**src/rtl/vec_reg_file.sv**
```systemverilog
// Vector register file: NREGS x (LANES*ELEM_W), two async read ports, one masked write port,
// optional write-to-read bypass and a sequenced clear engine.
module vec_reg_file #(
    parameter int LANES  = 6,
    parameter int ELEM_W = 8,
    parameter int NREGS  = 16,
    parameter int ADDR_W = 4,
    parameter int BYPASS = 1
) (
    input  logic                      clk,
    input  logic                      rst,
    input  logic                      clr_req,
    output logic                      clr_bsy,
    input  logic                      we3,
    input  logic [LANES-1:0]          wmask3,
    input  logic [ADDR_W-1:0]         ra3,
    input  logic [LANES*ELEM_W-1:0]   wd3,
    output logic                      wr_drop,
    input  logic [ADDR_W-1:0]         ra1,
    input  logic [ADDR_W-1:0]         ra2,
    output logic [LANES*ELEM_W-1:0]   rd1,
    output logic [LANES*ELEM_W-1:0]   rd2
);

    localparam int RW = LANES * ELEM_W;
    localparam logic [0:0] S_IDLE  = 1'b0;
    localparam logic [0:0] S_CLEAR = 1'b1;
    localparam logic [ADDR_W:0]   LIM  = (ADDR_W + 1)'(NREGS);
    localparam logic [ADDR_W-1:0] LAST = ADDR_W'(NREGS - 1);

    logic [RW-1:0]     r_rf [NREGS];
    logic [0:0]        r_state;
    logic [ADDR_W-1:0] r_cnt;
    logic              r_drop;

    logic          w_busy;
    logic          w_ok1;
    logic          w_ok2;
    logic          w_ok3;
    logic          w_wr_any;
    logic          w_wr_en;
    logic [RW-1:0] w_bmask;
    logic [RW-1:0] w_old3;
    logic [RW-1:0] w_merged;
    logic [RW-1:0] w_arr1;
    logic [RW-1:0] w_arr2;

    assign w_busy   = (r_state == S_CLEAR);
    assign w_ok1    = {1'b0, ra1} < LIM;
    assign w_ok2    = {1'b0, ra2} < LIM;
    assign w_ok3    = {1'b0, ra3} < LIM;
    assign w_wr_any = we3 && (|wmask3);
    assign w_wr_en  = we3 && !w_busy && w_ok3;

    // Lane mask expanded to a bit mask for the read-modify-write merge
    for (genvar g = 0; g < LANES; g++) begin : g_mask
        assign w_bmask[g*ELEM_W +: ELEM_W] = {ELEM_W{wmask3[g]}};
    end

    assign w_old3   = w_ok3 ? r_rf[ra3] : '0;
    assign w_merged = (w_old3 & ~w_bmask) | (wd3 & w_bmask);
    assign w_arr1   = w_ok1 ? r_rf[ra1] : '0;
    assign w_arr2   = w_ok2 ? r_rf[ra2] : '0;

    assign rd1 = (BYPASS != 0 && w_wr_en && ra3 == ra1) ? w_merged : w_arr1;
    assign rd2 = (BYPASS != 0 && w_wr_en && ra3 == ra2) ? w_merged : w_arr2;

    assign clr_bsy = w_busy;
    assign wr_drop = r_drop;

    always_ff @(posedge clk) begin
        if (rst) begin
            r_state <= S_IDLE;
            r_cnt   <= '0;
            r_drop  <= 1'b0;
        end else begin
            r_drop <= w_wr_any && (w_busy || !w_ok3);
            case (r_state)
                S_IDLE: begin
                    if (clr_req) begin
                        r_state <= S_CLEAR;
                        r_cnt   <= '0;
                    end
                end
                S_CLEAR: begin
                    r_cnt <= r_cnt + 1'b1;
                    if (r_cnt == LAST) begin
                        r_state <= S_IDLE;
                    end
                end
                default: r_state <= S_IDLE;
            endcase
        end
    end

    // Sweep and write never target the same edge: writes are blocked while busy
    always_ff @(posedge clk) begin
        for (int i = 0; i < NREGS; i++) begin
            if (rst) begin
                r_rf[i] <= '0;
            end else if (w_busy && r_cnt == ADDR_W'(i)) begin
                r_rf[i] <= '0;
            end else if (w_wr_en && ra3 == ADDR_W'(i)) begin
                r_rf[i] <= w_merged;
            end
        end
    end

endmodule
```
**config.mk**
```make
export PLATFORM = sky130hd
export DESIGN_NAME = vec_reg_file
export DESIGN_NICKNAME = d
export VERILOG_FILES = /design/src/rtl/vec_reg_file.sv
export SDC_FILE = /design/constraint.sdc
export NUM_CORES = 2
export LEC_CHECK = 0
export ABC_AREA = 1
export CAP_MARGIN = 0
export CELL_PAD_IN_SITES_DETAIL_PLACEMENT = 1
export CELL_PAD_IN_SITES_GLOBAL_PLACEMENT = 1
export CORE_ASPECT_RATIO = 0.6
export CORE_MARGIN = 2
export CORE_UTILIZATION = 50
export CTS_BUF_LIST = sky130_fd_sc_hd__clkbuf_16
export CTS_CLUSTER_DIAMETER = 30
export CTS_CLUSTER_SIZE = 40
export DETAILED_ROUTE_END_ITERATION = 16
export PLACE_DENSITY_LB_ADDON = 0.1
export SYNTH_ARGS = -nofsm -noshare
export SYNTH_HDL_FRONTEND = slang
export SYNTH_SLANG_ARGS = --single-unit
```
**constraint.sdc**
```tcl
create_clock -name clk -period 6 [get_ports clk]
set_input_delay 1.5 -clock clk [delete_from_list [all_inputs] [get_ports clk]]
set_output_delay 1.5 -clock clk [all_outputs]
set_load 0.005 [all_outputs]
```
==> metrics.txt <==
drc violations=0; Hold WC Path Type=flop to flop; Starting Density=50.37%; clock period minus worst slack=5.859 ns; CP Data Arrival Time=4.36 ns; vias in the first global route=57.35k; Antenna Nets Post-Route=0; largest net degree at the start of global routing=125; # port buffers=167; placed inst area=0.05450 mm2; worst-path fanout max=48; #FFs+latches synth=774; drt wl/cell=29.65 um; post-synthesis cell count=7267; Post-Synth XOR/XNOR Area=0.05085%; Final Slew Violations=0; post-CTS setup buffers=0; switching share of power=30.17%; Area contributors post-synth=edfxtp_1 (45%), nand2_1 (15%), nor2_1 (8.8%), nand3_1 (6.9%), a21oi_1 (5.2%); core box area=0.1026 mm2; Synth async-reset ratio=0%; FMAX=170.7 MHz; Post-CTS Hold Buffers=0; Num Clock Sinks=774; LEAKAGE=25.56 nW; DR iter-0 viols=9463; Synth area leader=edfxtp_1; most common cell after layout, fill and taps aside=nand2_1; GR Overflow Total=0; synthesized net count=7341; synth unique cells=29; clock power share=49.5%; pwr/cell area=305.2 mW/mm2; relative slew slack=13.60%; Final setup viols=0; Worst setup SP type=input port; vias=57.68k; Comb pwr share=15.8%; Area growth, synth to finish=15.79%; Worst-Margin Slew=1.296 ns; CP top delay family=buffers and inverters; Placer Congestion=0.8894; nets@finish=7218; Post-synth EDFFs=768; syn_area_per_cell=7.111 um2; Synth Flop Type=edfxtp_1; Hold WS=0.5878 ns; CP peak stage delay=0.72 ns; Die W=419.0 um; Sw Pwr=5.510 mW; CTS tree=built; unrepaired setup endpoints after global routing=no; Worst Skew=0.02822 ns; Resized Gates After CTS=0; max-cap viol count=0; FP Rows=91; first drt pass iteration count=9; Die Height=253.0 um; WS Path Type=input port to output port; Sum Neg Setup Slack=0 ns; I/O pins=168; worst path bufs/invs=4; CTS max path bufs=3; Design Area, Final=0.05983 mm2; initial antenna violation count=4; Clock Latency Late Sink=0.82 ns; CTS clk-pin slew, worst paths=0.05 ns; GRT Overall Usage=47.58%; largest family of logic cells by synthesized area=simple AND/OR/NAND/NOR gates; post-synthesis mux area share=0%; CP max stage cell=clkdlybuf4s50_1; status=finished clean; Routed WL=257.1 mm; total number of yosys warnings=0; H-tree levels=4; Die Area=0.1060 mm2; adder-cell share of the synthesized area=0.09685%; post-synthesis sequential area ratio=44.86%; Post-DP HPWL=139.0 mm; worst path required time=4.50 ns; final worst path period share=97.65%; Vias per Instance=6.650; layout cells sized above 1=7.422%; Filler cells=12.87k; CTS Root Cell=clkbuf_16; critical path cell sequence=clkdlybuf4s50_1 > inv_1 > o22ai_1 > nor2_1 > nand3_4 > buf_12 > nand2_1 > nand2_1 > clkdlybuf4s50_1; post-synth top area share=44.63%; Num CTS Buffers=156; Fin. Hold Viols=0; Power Internal=12.75 mW; endpoint class of the critical path=output port; Syn Std Cell Area=0.05167 mm2; power share of the sequential group=34.7%; simple-gate share of the synthesized area=31.23%; most used cells in the layout excluding fill and tap cells=nand2_1 (1994), nor2_1 (1205), edfxtp_1 (768), nand3_1 (704), a21oi_1 (534); Compound-Gate Fraction of Synth Area=14.38%; first-pass GRT wire length=371.9 mm; peak supply drop=0.3403 mV
## state kept, by name, summed over array words and instances, names as in the netlist
| register | cells |
|---|---|
| clr_bsy | 1 |
| r_cnt | 4 |
| r_rf | 768 |
| wr_drop | 1 |
## kinds of logic after synthesis
logic type	Yosys count
adders and majority gates	4
xor gates and xnor gates	3
AOI/OAI and AO/OA	1340
buffers and inverters	1135
DFF	774
and+or+nand+nor	4011
## worst paths after layout
check            from     endpoint  slack [ns]  cells past startpoint
max            ra3[3]      rd2[39]        0.14                      9
min reg2reg  r_cnt[3]     r_cnt[3]        0.59                      2
max reg2reg   clr_bsy  r_rf[3][19]        2.24                      9
min          r_cnt[3]     r_cnt[3]        0.59                      2
## layer usage
layer  track usage [%]  up-vias  wire length (um)
li1                  -    23810                 -
met5                 0        -                34
met1             61.74    27830             94110
met2             69.58     4827            107500
met4             30.51        6             17780
met3             13.77     1207             37730
## power by group through the flow
stage | sequential (mW) | clock (mW) | combinational [mW]
6_report | 6.34 | 9.04 | 2.88
5_1_grt | 6.36 | 9.23 | 3.00
4_1_cts | 6.33 | 8.99 | 2.76
3_5_place_dp | 6.43 | 0 | 2.71
3_3_place_gp | 6.41 | 0 | 2.64
2_1_floorplan | 6.39 | 0 | 1.57
## synth_stat cells (2+ instances only)
cell type and count:
nand3_1 709, o211ai_1 285, o22ai_1 2, edfxtp_1 768
buf_6 15, ha_1 4, xnor2_1 2, a21oi_1 534
nor2_1 1209, clkinv_1 2, o21ai_0 516, buf_2 138
nand4_1 5, nand2_2 51, buf_4 78, or2_2 16
nand2_1 2018, nor2_2 2, inv_1 515, buf_1 56
inv_2 7, dfxtp_1 6, clkbuf_1 323
## through the flow
| step | utilization (%) | instances | total power [mW] | setup slack [ns] |
|---|---|---|---|---|
| global route | 58.31 | 8671 | 18.58 | 0.1462 |
| finish | 58.32 | 8674 | 18.26 | 0.1408 |
| floorplan | - | 7267 | 7.956 | 1.578 |
| detailed placement | 53.13 | 8381 | 9.141 | 0.3661 |
| global placement | 53.13 | 8381 | 9.045 | 0.3777 |
| CTS | 58.31 | 8671 | 18.08 | 0.3166 |
## worst reg2reg max path, delay by kind of cell, from the launching register on
kind	cells	cell delay [ns]
DFF	1	0.48
and+or+nand+nor	4	1.38
buffers and inverters	4	1.16
AOI/OAI and AO/OA	1	0.31
## cell type report
class	instances	area [um2]	share of cell area (%)
Clock inverter	133	1395	2.332
Sequential cell	774	23180	38.75
Tap cell	1395	1745	2.917
Timing Repair Buffer	330	3656	6.111
Multi-Input combinational cell	5358	23920	39.98
Clock buffer	157	3929	6.566
Antenna cell	3	7.507	0.01255
Inverter	524	1997	3.338
No activity file was read; power rests on OpenSTA's default activity.
